**src/rtl/alu_multicycle_if.sv**
```systemverilog
// Start/done handshake bundle for alu_multicycle.
// The overflow signal exists only when ALU_MC_OVF_EN is defined.
interface alu_multicycle_if #(
  parameter int WIDTH = 32
);
  logic             start;
  logic [WIDTH-1:0] dataA;
  logic [WIDTH-1:0] dataB;
  logic [2:0]       Signal;
  logic             busy;
  logic             done;
  logic [WIDTH-1:0] dataOut;
  logic             cout;
  logic             zero;
`ifdef ALU_MC_OVF_EN
  logic             overflow;
`endif

  modport master (
    output start, dataA, dataB, Signal,
`ifdef ALU_MC_OVF_EN
    input  overflow,
`endif
    input  busy, done, dataOut, cout, zero
  );

  modport slave (
    input  start, dataA, dataB, Signal,
`ifdef ALU_MC_OVF_EN
    output overflow,
`endif
    output busy, done, dataOut, cout, zero
  );
endinterface

```
**src/rtl/alu_multicycle.sv**
```systemverilog
// Multi-cycle ALU: AND/OR/ADD/SUB/SLT, SLICE bits per clock, LSB chunk first.
// Optional macro ALU_MC_OVF_EN adds the signed-overflow output.
module alu_multicycle #(
  parameter int WIDTH = 32,
  parameter int SLICE = 8
) (
  input logic            clk,
  input logic            rst_n,
  alu_multicycle_if.slave bus
);

  localparam int NCHUNK = WIDTH / SLICE;
  localparam int CW     = (NCHUNK > 1) ? $clog2(NCHUNK) : 1;

  typedef enum logic [1:0] {IDLE, RUN, SLT_FIX, DONE} state_t;

  state_t           state_reg;
  logic [WIDTH-1:0] a_reg;
  logic [WIDTH-1:0] b_reg;
  logic [2:0]       op_reg;
  logic [CW-1:0]    cnt_reg;
  logic             carry_reg;
  logic [WIDTH-1:0] res_reg;
  logic             slt_reg;
  logic             busy_reg;
  logic             done_reg;
  logic [WIDTH-1:0] dout_reg;
  logic             cout_reg;
  logic             zero_reg;
`ifdef ALU_MC_OVF_EN
  logic             ovf_reg;
`endif

  logic             is_add;
  logic             is_slt;
  logic             is_logic;
  logic [SLICE-1:0] a_arr [NCHUNK];
  logic [SLICE-1:0] b_arr [NCHUNK];
  logic [SLICE-1:0] a_ch;
  logic [SLICE-1:0] b_raw;
  logic [SLICE-1:0] b_ch;
  logic [SLICE:0]   sum_ch;
  logic [SLICE-1:0] chunk_res;
  logic             c_out;
  logic             c_msb_in;
  logic             ovf;
  logic             slt_bit;
  logic             last;
  logic [WIDTH-1:0] res_merged;

  assign is_add   = (op_reg == 3'b010);
  assign is_slt   = (op_reg == 3'b111);
  assign is_logic = (op_reg[2:1] == 2'b00);

  generate
    for (genvar gi = 0; gi < NCHUNK; gi++) begin : g_chunk
      assign a_arr[gi] = a_reg[gi*SLICE +: SLICE];
      assign b_arr[gi] = b_reg[gi*SLICE +: SLICE];
      // Full result as it will look once the current chunk is written.
      assign res_merged[gi*SLICE +: SLICE] =
        (cnt_reg == CW'(gi)) ? chunk_res : res_reg[gi*SLICE +: SLICE];
    end
  endgenerate

  assign a_ch   = a_arr[cnt_reg];
  assign b_raw  = b_arr[cnt_reg];
  assign b_ch   = is_add ? b_raw : ~b_raw;
  assign sum_ch = {1'b0, a_ch} + {1'b0, b_ch} + {{SLICE{1'b0}}, carry_reg};
  assign c_out  = sum_ch[SLICE];
  // Carry into the chunk MSB recovered from its sum bit; only meaningful on the top chunk.
  assign c_msb_in = a_ch[SLICE-1] ^ b_ch[SLICE-1] ^ sum_ch[SLICE-1];
  assign ovf      = c_msb_in ^ c_out;
  assign slt_bit  = sum_ch[SLICE-1] ^ ovf;
  assign last     = (cnt_reg == CW'(NCHUNK - 1));

  always_comb begin
    chunk_res = sum_ch[SLICE-1:0];
    if (op_reg == 3'b000) begin
      chunk_res = a_ch & b_raw;
    end else if (op_reg == 3'b001) begin
      chunk_res = a_ch | b_raw;
    end
  end

  always_ff @(posedge clk or negedge rst_n) begin
    if (!rst_n) begin
      state_reg <= IDLE;
      a_reg     <= '0;
      b_reg     <= '0;
      op_reg    <= '0;
      cnt_reg   <= '0;
      carry_reg <= 1'b0;
      res_reg   <= '0;
      slt_reg   <= 1'b0;
      busy_reg  <= 1'b0;
      done_reg  <= 1'b0;
      dout_reg  <= '0;
      cout_reg  <= 1'b0;
      zero_reg  <= 1'b0;
`ifdef ALU_MC_OVF_EN
      ovf_reg   <= 1'b0;
`endif
    end else begin
      done_reg <= 1'b0;
      case (state_reg)
        IDLE, DONE: begin
          if (bus.start) begin
            a_reg     <= bus.dataA;
            b_reg     <= bus.dataB;
            op_reg    <= bus.Signal;
            cnt_reg   <= '0;
            carry_reg <= (bus.Signal != 3'b010);
            busy_reg  <= 1'b1;
            state_reg <= RUN;
          end else begin
            state_reg <= IDLE;
          end
        end

        RUN: begin
          res_reg   <= res_merged;
          carry_reg <= c_out;
          cnt_reg   <= cnt_reg + 1'b1;
          if (last) begin
            if (is_slt) begin
              slt_reg   <= slt_bit;
              state_reg <= SLT_FIX;
            end else begin
              dout_reg  <= res_merged;
              zero_reg  <= (res_merged == '0);
              cout_reg  <= is_logic ? 1'b0 : c_out;
`ifdef ALU_MC_OVF_EN
              ovf_reg   <= is_logic ? 1'b0 : ovf;
`endif
              busy_reg  <= 1'b0;
              done_reg  <= 1'b1;
              state_reg <= DONE;
            end
          end
        end

        SLT_FIX: begin
          // carry_reg still holds the subtraction carry out of the MSB.
          dout_reg  <= {{(WIDTH-1){1'b0}}, slt_reg};
          zero_reg  <= ~slt_reg;
          cout_reg  <= carry_reg;
`ifdef ALU_MC_OVF_EN
          ovf_reg   <= 1'b0;
`endif
          busy_reg  <= 1'b0;
          done_reg  <= 1'b1;
          state_reg <= DONE;
        end

        default: state_reg <= IDLE;
      endcase
    end
  end

  assign bus.busy    = busy_reg;
  assign bus.done    = done_reg;
  assign bus.dataOut = dout_reg;
  assign bus.cout    = cout_reg;
  assign bus.zero    = zero_reg;
`ifdef ALU_MC_OVF_EN
  assign bus.overflow = ovf_reg;
`endif

endmodule
```
**src/flat_wrapper.sv**
```systemverilog
// flat-port wrapper written by rule: the top's interface ports become plain ports
module alu_multicycle_flat 
#(
  parameter int WIDTH = 32,
  parameter int SLICE = 8
)
  (clk, rst_n, bus_start, bus_dataA, bus_dataB, bus_Signal, bus_busy, bus_done, bus_dataOut, bus_cout, bus_zero);
  alu_multicycle_if #(.WIDTH(WIDTH)) bus_i ();
  input logic clk;
  input logic rst_n;
  input wire logic [$bits(bus_i.start)-1:0] bus_start;
  input wire logic [$bits(bus_i.dataA)-1:0] bus_dataA;
  input wire logic [$bits(bus_i.dataB)-1:0] bus_dataB;
  input wire logic [$bits(bus_i.Signal)-1:0] bus_Signal;
  output wire logic [$bits(bus_i.busy)-1:0] bus_busy;
  output wire logic [$bits(bus_i.done)-1:0] bus_done;
  output wire logic [$bits(bus_i.dataOut)-1:0] bus_dataOut;
  output wire logic [$bits(bus_i.cout)-1:0] bus_cout;
  output wire logic [$bits(bus_i.zero)-1:0] bus_zero;
  assign bus_i.start = bus_start;
  assign bus_i.dataA = bus_dataA;
  assign bus_i.dataB = bus_dataB;
  assign bus_i.Signal = bus_Signal;
  assign bus_busy = bus_i.busy;
  assign bus_done = bus_i.done;
  assign bus_dataOut = bus_i.dataOut;
  assign bus_cout = bus_i.cout;
  assign bus_zero = bus_i.zero;
  alu_multicycle #(.WIDTH(WIDTH), .SLICE(SLICE)) u_core (.clk(clk), .rst_n(rst_n), .bus(bus_i));
endmodule
```
**config.mk**
```make
export PLATFORM = sky130hd
export DESIGN_NAME = alu_multicycle_flat
export DESIGN_NICKNAME = d
export VERILOG_FILES = /design/src/rtl/alu_multicycle_if.sv /design/src/rtl/alu_multicycle.sv /design/src/flat_wrapper.sv
export SDC_FILE = /design/constraint.sdc
export NUM_CORES = 1
export LEC_CHECK = 0
export CORE_MARGIN = 8
export CORE_UTILIZATION = 50
export CTS_BUF_LIST = sky130_fd_sc_hd__clkbuf_8
export DETAILED_ROUTE_END_ITERATION = 8
export PLACE_DENSITY = 0.81
export RECOVER_POWER = 25
export SLEW_MARGIN = 30
export SYNTH_ARGS = -nofsm -noshare
export SYNTH_HDL_FRONTEND = slang
export SYNTH_SLANG_ARGS = --single-unit
```
**constraint.sdc**
```tcl
create_clock -name clk -period 5 [get_ports clk]
set_input_delay 1 -clock clk [delete_from_list [all_inputs] [get_ports clk]]
set_output_delay 1 -clock clk [all_outputs]
set_load 0.03 [all_outputs]
```
# Word level (Yosys, flattened, before mapping)

Index checks and enable logic that the tools add are counted.

Output and inout bits: 36
Word-level logic and storage cells: 90
Register bits: 141

Reductions and logical operators: 13
Equal/unequal tests: 13
Muxes and demuxes: 38
$add $sub $neg: 3
Bitwise gates (word level): 9
Magnitude comparators: 1

Operators with widths:

| cell                 | number |
|---|---|
| $mux W8              | 11 |
| $mux W32             | 2 |
| $pmux W32 S2         | 1 |
| $bmux W8 S2          | 2 |
| $logic_not A32 Y1    | 1 |
| $mux W1              | 13 |
| $add A8 B8 Y9        | 1 |
| $add A9 B1 Y9        | 1 |
| $reduce_and A3 Y1    | 3 |
| $and A8 B8 Y8        | 1 |
| $eq A2 B2 Y1 const B | 4 |
| $not A8 Y8           | 1 |
| $or A8 B8 Y8         | 1 |
| $pmux W1 S2          | 4 |
| $logic_not A2 Y1     | 3 |
| $pmux W2 S3          | 1 |
| $eq A2 B1 Y1 const B | 2 |
| $mux W2              | 2 |
| $ne A2 B2 Y1 const B | 2 |
| $pmux W2 S2          | 1 |
| $reduce_and A2 Y1    | 2 |
| $reduce_bool A2 Y1   | 2 |
| $xor A1 B1 Y1        | 4 |
| $eq A3 B1 Y1 const B | 1 |
| 11 further kinds     | 11 |

# Longest topological paths before layout

Gate-level depths: netlist of run 1.

Depth after elaboration: 15
Depth in mapped cells: 16
Gate-level depth less buffers: 13

# Worst setup path after synthesis of run 1

OpenSTA, ideal clock, no wires.

Path type: register -> register
From: reg u_core.cnt_reg[1]
To: reg u_core.zero_reg (netlist: u_core.bus.zero)
Data arrival time: 3.923 ns
Path slack: 0.982 ns
Required time: 4.905 ns
Period minus slack after synthesis: 4.018 ns
Stages on the path, launching flop included: 16
Cell sequence: dfrtp_1 -> clkbuf_1 -> buf_1 -> mux4_2 -> xnor2_1 -> fa_1 -> inv_1 -> fa_1 -> nor2b_1 -> o31a_1 -> nand2_1 -> o311ai_0 -> a21oi_2 -> a21oi_1 -> or4_1 -> o31ai_1

Word-level cells in the longest chain between the ends: 15

Ends and longest elaborated chain:

| what                                       | line                                       | RTL |
|---|---|---|
| start, declared                            | alu_multicycle.sv:21                       | `logic [CW-1:0] cnt_reg;` |
| start signal, assigned                     | alu_multicycle.sv:123                      | `cnt_reg <= cnt_reg + 1'b1;` |
| $not A2 Y3 (not written as such)           | alu_multicycle.sv:65, alu_multicycle.sv:66 |  |
| $bmux W8 S2                                | alu_multicycle.sv:66                       | `assign b_raw = b_arr[cnt_reg];` |
| $mux W8 (not written as such) (2 in a row) | alu_multicycle.sv:66                       |  |
| $not A8 Y8                                 | alu_multicycle.sv:67                       | `assign b_ch = is_add ? b_raw : ~b_raw;` |
| $mux W8                                    | alu_multicycle.sv:67                       |  |
| $add A8 B8 Y9                              | alu_multicycle.sv:68                       | `assign sum_ch = {1'b0, a_ch} + {1'b0, b_ch} + {{SLICE{1'b0}}, carry_reg};` |
| $add A9 B1 Y9                              | alu_multicycle.sv:68                       |  |
| $mux W8                                    | alu_multicycle.sv:80                       | `end else if (op_reg == 3'b001) begin` |
| $mux W8                                    | alu_multicycle.sv:78                       | `if (op_reg == 3'b000) begin` |
| $mux W8                                    | alu_multicycle.sv:61                       | `(cnt_reg == CW'(gi)) ? chunk_res : res_reg[gi*SLICE +: SLICE];` |
| $logic_not A32 Y1                          | alu_multicycle.sv:130                      | `zero_reg <= (res_merged == '0);` |
| $mux W1                                    | alu_multicycle.sv:125                      | `if (is_slt) begin` |
| $mux W1                                    | alu_multicycle.sv:124                      | `if (last) begin` |
| $pmux W1 S2                                | alu_multicycle.sv:105                      | `case (state_reg)` |
| end signal, assigned                       | alu_multicycle.sv:130                      |  |
| end signal, assigned                       | alu_multicycle.sv:145                      | `zero_reg <= ~slt_reg;` |
| end, declared                              | alu_multicycle.sv:29                       | `logic zero_reg;` |

Parallel ways exist; a longest one is shown, timed or not. The select of a mux whose other input is x is not followed.
A chain may end at the register's enable or synchronous reset.

# Worst setup path after layout of run 1

Same ends and word-level chain as after synthesis.

==> results_dict.tcl, run 1 <==
set metrics [dict create \
    synth_edf_count 0 \
    clkTransAtPathRegs_ns 0.07 \
    startpoint_type "register" \
    post-route-period-util_pct 86.9 \
    postCtsHoldBufs 0 \
    ys_seq_area_share_pct 50.3 \
    worstSetupPathType "reg2reg" \
    clock_path_buffers 2 \
    grt_pass1_wl_mm 28.0 \
    syn_avg_cell_area_sq_um 11.5 \
    synth-seq-cells 141 \
    m1WireLength_mm 7.15 \
    drive_above_1_share_pct 20.0 \
    dr_wl_met2_mm 8.65 \
    finalCriticalPeriod_ns 4.35 \
    path_cells "mux4_2, xnor2_1, fa_1, inv_1, fa_1, nor2b_1, o31a_1, o311ai_0, a21oi_2, a21oi_1, or4_1, o31ai_1" \
    cpMostUsedCell "fa_1" \
    post-dp-hpwl_mm 12.8 \
    antenna_found_initial 0 \
    final-hold-violation-count 0 \
    htreeDepth 4 \
    nFillCells 1125 \
    drc 0 \
    cts_buffers 17 \
    synth_flop_cell "dfrtp_1" \
    antenna_cells 0 \
    synth.cell_area_sq_um 7010 \
    tritoncts "yes" \
    synth.distinct_cells 61 \
    std_cell_rows 43 \
    cts-root-buf "clkbuf_8" \
    worstHoldStart "u_core.bus.dataOut[15]$_DFFE_PN0P_" \
    worst_skew_pair.late_latency_ns 0.46 \
    ios 106 \
    fp.dieW_um 134 \
    rsz0062_at_grt "no" \
    cts_sinks 141 \
    placed_area_sq_um 8160 \
    slew_viol_final 106 \
    drt-total-wl_mm 17.2 \
    synthArstFlopShare_pct 100 \
    port_buffers 105 \
    max_freq_mhz 230 \
    cp_num_buf_inv 1 \
    dr.max_layer_used "met4" \
    synth-warning-count 0 \
    max_stage_delay_ns 0.75 \
    wl_met3_um 931 \
    final_cell_mix "dfrtp_1 (141), clkdlybuf4s50_1 (104), mux2_2 (74)" \
    crit_arrival_ns 4.71 \
    overflow 0 \
    wl_per_cell_um 19.3 \
    worst_pin_slew_ns 2.58 \
    multi_input_area_sq_um 3240 \
    min_path_type "reg2reg" \
    nets 785 \
    max-slew-margin-rel_pct -72.1 \
    area_growth_pct 21.4 \
    failed_checks "capacitance limit, slew limit" \
    drtAntennaViolNets 0 \
    finalSetupViolations 0 \
    worst_path_max_delay_cell "dfrtp_1" \
    cts_resized 0 \
    clock_skew_ns 0.0113 \
    cp-end-kind "register" \
    tns_ns 0 \
    gp_congestion 0.919 \
    die_h_um 134 \
    required_ns 5.37 \
    status "finished, violations left" \
    design_area_sq_um 8520 \
    register_area_sq_um 3530 \
    grt_max_degree 106 \
    r2r_start "u_core.cnt_reg[1]$_DFFE_PN0P_" \
    final_common_cell "dfrtp_1" \
    die-area_sq_um 18100 \
    cp-startpoint "u_core.cnt_reg[1]$_DFFE_PN0P_" \
    num_vias 5051 \
    cp_max_fo 14 \
    syn_nets 695 \
    start_util_pct 50.9 \
    postCtsSetupRepairBufs 0 \
    maxCapViolations 1 \
    first_iter_violations 373 \
    critPathTopFamily "compound AO/OA/AOI/OAI gates" \
    grt_usage_pct 19.8 \
    coreArea_sq_um 13800 \
    detail_route.first_pass.iterations 5 \
    synthCells 610 \
    via_per_inst 5.68 \
    grt_pass1_vias 5268 \
]
-- final timing paths --
kind | to | cells past startpoint | slack (ns)
setup / recovery | u_core.bus.zero$_DFFE_PN0P_ | 12 | 0.65
max in group asynchronous | u_core.b_reg[27]$_DFFE_PN0P_ | 2 | 2.04
min in group asynchronous | u_core.bus.dataOut[1]$_DFFE_PN0P_ | 1 | 1.36
hold / removal | u_core.bus.dataOut[15]$_DFFE_PN0P_ | 2 | 0.48
hold reg to reg | u_core.bus.dataOut[15]$_DFFE_PN0P_ | 2 | 0.48
setup reg to reg | u_core.bus.zero$_DFFE_PN0P_ | 12 | 0.65
-- layout make-up --
type | instances | share of cell area (%)
sequential | 141 | 41.4
multi-input combinational | 414 | 38.1
timing repair buffer | 115 | 13.2
clock buffer | 18 | 2.91
tap | 180 | 2.64
clock inverter | 11 | 1.26
inverter | 11 | 0.485
-- worst reg2reg max path, stage by stage, from the launching register on --
cell and delay [ns]:
dfrtp_1 0.75, mux4_2 0.47, xnor2_1 0.25, fa_1 0.26
inv_1 0.06, fa_1 0.40, nor2b_1 0.22, o31a_1 0.25
o311ai_0 0.29, a21oi_2 0.40, a21oi_1 0.17, or4_1 0.53
o31ai_1 0.23
-- cells in the mapped netlist (3+ instances only) --
cell type	n	area share [%]
a22o_1	13	1.6
a21oi_1	23	1.6
o21a_1	8	0.86
or2_2	3	0.27
mux2_2	74	12
ha_1	13	2.3
o21ai_0	59	4.2
maj3_2	3	0.48
inv_1	11	0.59
nor2b_1	6	0.54
mux2i_1	14	2.0
o22ai_1	3	0.27
nor3_1	9	0.64
o31a_1	3	0.37
a21o_1	3	0.32
buf_1	12	0.64
maj3_1	3	0.43
a21oi_2	4	0.50
a31o_2	3	0.37
nor3b_1	4	0.43
xnor2_1	9	1.1
mux4_2	14	4.5
a31oi_1	4	0.36
nand2b_1	4	0.36
dfrtp_1	141	50
nor2_1	28	1.5
clkbuf_1	26	1.4
nand2_1	65	3.5
nand3_1	4	0.29
-- per-layer routing --
| layer | vias up | GRT usage, % |
|---|---|---|
| met5 | - | 0 |
| met2 | 158 | 32.8 |
| li1 | 2370 | - |
| met3 | 29 | 5.50 |
| met1 | 2494 | 23.7 |
| met4 | 0 | 8.48 |
-- cells by family after synthesis --
family	after synthesis	synth area share (%)
buffers and inverters	55	3.48
AND/OR/NAND/NOR	136	9.03
XOR/XNOR	9	1.12
adder cells (fa/ha/maj)	21	3.80
flip-flops	141	50.3
AO/OA/AOI/OAI	144	13.1
multiplexers	104	19.1
-- per-stage QoR --
stage	hold WS, ns	instances	setup WS [ns]	util [%]
6_report	0.485	890	0.655	61.8
5_1_grt	0.513	890	0.377	61.8
4_1_cts	0.487	890	0.711	61.9
3_5_place_dp	0.470	861	0.756	59.3
3_3_place_gp	0.462	861	0.890	59.3
2_1_floorplan	0.450	610	0.982	-
Power of run 1 is not shown: default switching activity piles up to over one toggle a cycle in this logic, so the estimate is an artifact.
==> inputs of run 2 (changes only) <==
CORE_UTILIZATION = 55   (was 50)
PLACE_DENSITY = 0.87   (was 0.81)
SKIP_LAST_GASP = 1   (was unset)
==> run 2 against run 1 <==
Effect of this change: the flow still finishes with violations (capacitance limit, slew limit); sequential cell count unchanged; critical path depth down 1; non-clock buffer count rose by 4; setup slack improved by 0.081 ns; die area is 8.0% lower.
==> results_dict.tcl, run 2 (synthesis gave the netlist of run 1 again) <==
set metrics [dict create \
    status "finished, violations left" \
    failed_checks "capacitance limit, slew limit" \
    slew_viol_final 84 \
    post-route-period-util_pct 85.3 \
    rsz0062_at_grt "no" \
    tns_ns 0 \
    grt.met3_usage_pct 5.42 \
    drive_above_1_share_pct 20.6 \
    final_cell_mix "dfrtp_1 (141), clkdlybuf4s50_1 (104), mux2_2 (74)" \
    clkTransAtPathRegs_ns 0.08 \
    multi_input_area_sq_um 3240 \
    max-slew-margin-rel_pct -35.4 \
    startpoint_type "register" \
    wl_per_cell_um 18.8 \
    path_cells "buf_4, mux4_1, ha_1, a21o_1, a2111oi_0, mux2i_1, o22ai_1, mux2i_1, nand4b_1, or4_1, o31ai_1" \
    cpMostUsedCell "mux2i_1" \
    cts_buffers 17 \
    r2r.worst_path.cells 11 \
    post-dp-hpwl_mm 12.4 \
    overflow 0 \
    final_util_pct 68.3 \
    maxCapViolations 1 \
    drc 0 \
    grt_pass1_wl_mm 27.4 \
    worst_skew_pair.late_latency_ns 0.46 \
    final_common_cell "dfrtp_1" \
    grt_pass1_vias 5233 \
    nFillCells 969 \
    drt-total-wl_mm 16.7 \
    cp-startpoint "u_core.cnt_reg[0]$_DFFE_PN0P_" \
    cts-root-buf "clkbuf_8" \
    cp_max_fo 11 \
    worstSetupPathType "reg2reg" \
    fp.dieW_um 129 \
    required_ns 5.38 \
    reg2reg_slack_ns 0.74 \
    num_vias 5054 \
    critPathTopFamily "compound AO/OA/AOI/OAI gates" \
    worst_pin_slew_ns 2.03 \
    grt-busiest-layer "met2" \
    r2r_start "u_core.cnt_reg[0]$_DFFE_PN0P_" \
    start_util_pct 56.0 \
    register_area_sq_um 3530 \
    final-hold-violation-count 0 \
    antenna_found_initial 0 \
    antenna_cells 0 \
    max_stage_delay_ns 0.62 \
    finalSetupViolations 0 \
    via_per_inst 5.69 \
    clock_path_buffers 2 \
    min_path_type "reg2reg" \
    grt_util_met2_pct 35.7 \
    cts_sinks 141 \
    met1_usage_pct 26.1 \
    layoutNonFillerInstCount 889 \
    max_freq_mhz 234 \
    drtAntennaViolNets 0 \
    worstHoldEndpoint "u_core.bus.dataOut[11]$_DFFE_PN0P_" \
    htreeDepth 4 \
    grt_usage_pct 21.2 \
    clock_skew_ns 0.0123 \
    finalCriticalPeriod_ns 4.26 \
    worst_path_max_delay_cell "mux4_1" \
    postCtsSetupRepairBufs 0 \
    port_buffers 105 \
    die_h_um 129 \
    cp-end-kind "register" \
    ios 106 \
    crit_arrival_ns 4.64 \
    nets 789 \
    tritoncts "yes" \
    cts_resized 0 \
    area_growth_pct 22.0 \
    first_iter_violations 351 \
    postCtsHoldBufs 0 \
    min_path_cells 1 \
    holdWs_ns 0.480 \
    detail_route.first_pass.iterations 4 \
    coreArea_sq_um 12500 \
    worstHoldStart "u_core.bus.dataOut[11]$_DFFE_PN0P_" \
    dp.cells 857 \
    grt_max_degree 84 \
    r2r-end "u_core.bus.zero$_DFFE_PN0P_" \
    cp_num_buf_inv 1 \
    std_cell_rows 41 \
    gp_congestion 0.887 \
    die-area_sq_um 16600 \
]
[run 2: cell types whose count changed in the layout (fill, tap and decap cells not counted)]
cell / previous run / this run
buf_4: 10 / 14
clkinvlp_4: 3 / 1
clkbuf_8: 18 / 22
clkinv_2: 2 / 4
nor2_1: 27 / 28
nor2_2: 1 / 0
bufinv_16: 2 / 1
[run 2: worst max path at each step]
| stage | endpoint | depth (start not counted) |
|---|---|---|
| 2_1_floorplan | u_core.bus.zero$_DFFE_PN0P_ | 15 |
| 3_3_place_gp | u_core.bus.zero$_DFFE_PN0P_ | 13 |
| 3_5_place_dp | u_core.bus.zero$_DFFE_PN0P_ | 12 |
| 4_1_cts | u_core.bus.zero$_DFFE_PN0P_ | 12 |
| 5_1_grt | u_core.bus.zero$_DFFE_PN0P_ | 13 |
| 6_report | u_core.bus.zero$_DFFE_PN0P_ | 11 |
[run 2: per-stage QoR]
| step | worst slack (ns) | area [sq um] |
|---|---|---|
| floorplan | 0.982 | 7010 |
| global placement | 0.860 | 8180 |
| detailed placement | 0.729 | 8180 |
| CTS | 0.737 | 8560 |
| global route | 0.455 | 8550 |
| finish | 0.735 | 8550 |
[run 2: metal layers]
| metal | share of wire [%] | up-vias |
|---|---|---|
| li1 | - | 2380 |
| met1 | 43 | 2509 |
| met3 | 4.4 | 23 |
| met4 | 1.4 | 0 |
| met2 | 51 | 142 |
| met5 | 0 | - |
[run 2: final cells by class]
class	count	area share, %
Sequential cell	141	41.3
Multi-Input combinational cell	414	37.9
Timing Repair Buffer	119	13.5
Clock buffer	22	3.54
Tap cell	172	2.52
Clock inverter	10	0.848
Inverter	11	0.483
Power of run 2 is left out for the same reason.
==> inputs of run 3 (changes only) <==
CORE_MARGIN = unset   (was 8)
MAX_ROUTING_LAYER = met4   (was unset)
==> run 3 against run 2 <==
Effect of this change: the flow still finishes with violations (capacitance limit, slew limit); maximum frequency shrank 4.4%; die area decreased by 21%; first-iteration DRC count decreased by 28%; register-to-register slack worse by 0.19 ns; sequential cell count is the same; critical path type unchanged; cell count is 0.90% lower; wire length shrank 7.3%; utilization increased by 1.9 points; via count fell by 0.38%.
==> results_dict.tcl, run 3 (synthesis gave the netlist of run 1 again) <==
set metrics [dict create \
    status "finished, violations left" \
    failed_checks "capacitance limit, slew limit" \
    clkTransAtPathRegs_ns 0.08 \
    crit_arrival_ns 4.82 \
    final_cell_mix "dfrtp_1 (141), clkdlybuf4s50_1 (104), mux2_2 (74)" \
    final-hold-violation-count 0 \
    clock_path_buffers 2 \
    std_cell_rows 40 \
    r2r_start "u_core.cnt_reg[0]$_DFFE_PN0P_" \
    startpoint_type "register" \
    worst_skew_pair.late_latency_ns 0.45 \
    detail_route.first_pass.iterations 5 \
    ios 106 \
    drt-total-wl_mm 15.5 \
    first_iter_violations 253 \
    multi_input_area_sq_um 3240 \
    antenna_cells 0 \
    register_area_sq_um 3530 \
    worstHoldStart "u_core.bus.dataOut[28]$_DFFE_PN0P_" \
    area_growth_pct 22.3 \
    tns_ns 0 \
    final_common_cell "dfrtp_1" \
    htreeDepth 4 \
    finalSetupViolations 0 \
    post-route-period-util_pct 89.2 \
    grt_max_degree 114 \
    postCtsHoldBufs 0 \
    final_util_pct 70.2 \
    worst_pin_slew_ns 2.73 \
    postCtsSetupRepairBufs 0 \
    cp-startpoint "u_core.cnt_reg[0]$_DFFE_PN0P_" \
    cts_buffers 17 \
    max_freq_mhz 224 \
    antenna_found_initial 0 \
    grt_pass1_wl_mm 25.5 \
    maxCapViolations 1 \
    required_ns 5.37 \
    grt_pass1_vias 5155 \
    cts_sinks 141 \
    nets 785 \
    drive_above_1_share_pct 20.6 \
    start_util_pct 57.4 \
    cts-root-buf "clkbuf_8" \
    coreArea_sq_um 12200 \
    rsz0062_at_grt "no" \
    die_h_um 115 \
    cts_resized 0 \
    slew_viol_final 114 \
    overflow 0 \
    via_per_inst 5.72 \
    port_buffers 105 \
    num_vias 5035 \
    gp_congestion 0.885 \
    max-slew-margin-rel_pct -81.9 \
    nFillCells 920 \
    worstSetupPathType "reg2reg" \
    drc 0 \
    clock_skew_ns 0.0103 \
    die-area_sq_um 13200 \
    grt_usage_pct 26.2 \
    min_path_type "reg2reg" \
    holdWs_ns 0.485 \
    cp-end-kind "register" \
    fp.dieW_um 115 \
    post-dp-hpwl_mm 11.2 \
    drtAntennaViolNets 0 \
    tritoncts "yes" \
    wl_per_cell_um 17.6 \
    finalCriticalPeriod_ns 4.46 \
    cp_max_fo 11 \
]
## run 3: metrics by stage
stage | setup slack, ns | area, sq um | cells
finish | 0.541 | 8570 | 881
global route | 0.211 | 8570 | 881
CTS | 0.563 | 8580 | 881
detailed placement | 0.588 | 8150 | 849
global placement | 0.615 | 8150 | 849
floorplan | 0.982 | 7010 | 610
## run 3: final timing paths
kind	end	slack (ns)	cells after the start
max in group asynchronous	u_core.a_reg[24]$_DFFE_PN0P_	2.00	1
min in group asynchronous	u_core.bus.dataOut[0]$_DFFE_PN0P_	1.42	1
max	u_core.bus.zero$_DFFE_PN0P_	0.54	11
min	u_core.bus.dataOut[28]$_DFFE_PN0P_	0.48	2
max reg2reg	u_core.bus.zero$_DFFE_PN0P_	0.54	11
min reg2reg	u_core.bus.dataOut[28]$_DFFE_PN0P_	0.48	2
## run 3: cell type report
type | count | share of cell area, %
clock buffers | 21 | 3.37
clock inverters | 11 | 1.63
inverters | 11 | 0.482
multi-input cells | 414 | 37.8
flip-flops and latches | 141 | 41.1
well taps | 168 | 2.45
repair buffers | 115 | 13.1
## run 3: worst max-delay path: stages (launching register included)
cell and delay, ns:
dfrtp_1 0.63, buf_4 0.29, mux4_1 0.62, ha_1 0.38, a21o_1 0.18, a2111oi_0 0.62, mux2i_1 0.25, o22ai_1 0.27
mux2i_1 0.27, nand4b_1 0.12, or4_1 0.50, o31ai_1 0.24
## run 3: per-layer routing
| layer | share of wire (%) | routed length, um | global-route usage (%) | up-vias |
|---|---|---|---|---|
| li1 | - | - | - | 2375 |
| met1 | 43 | 6620 | 31.2 | 2491 |
| met2 | 51 | 7860 | 43.9 | 138 |
| met3 | 3.8 | 593 | 5.11 | 31 |
| met4 | 2.6 | 399 | 10.3 | 0 |
| met5 | 0 | 0 | - | - |
Power of run 3 is left out for the same reason.
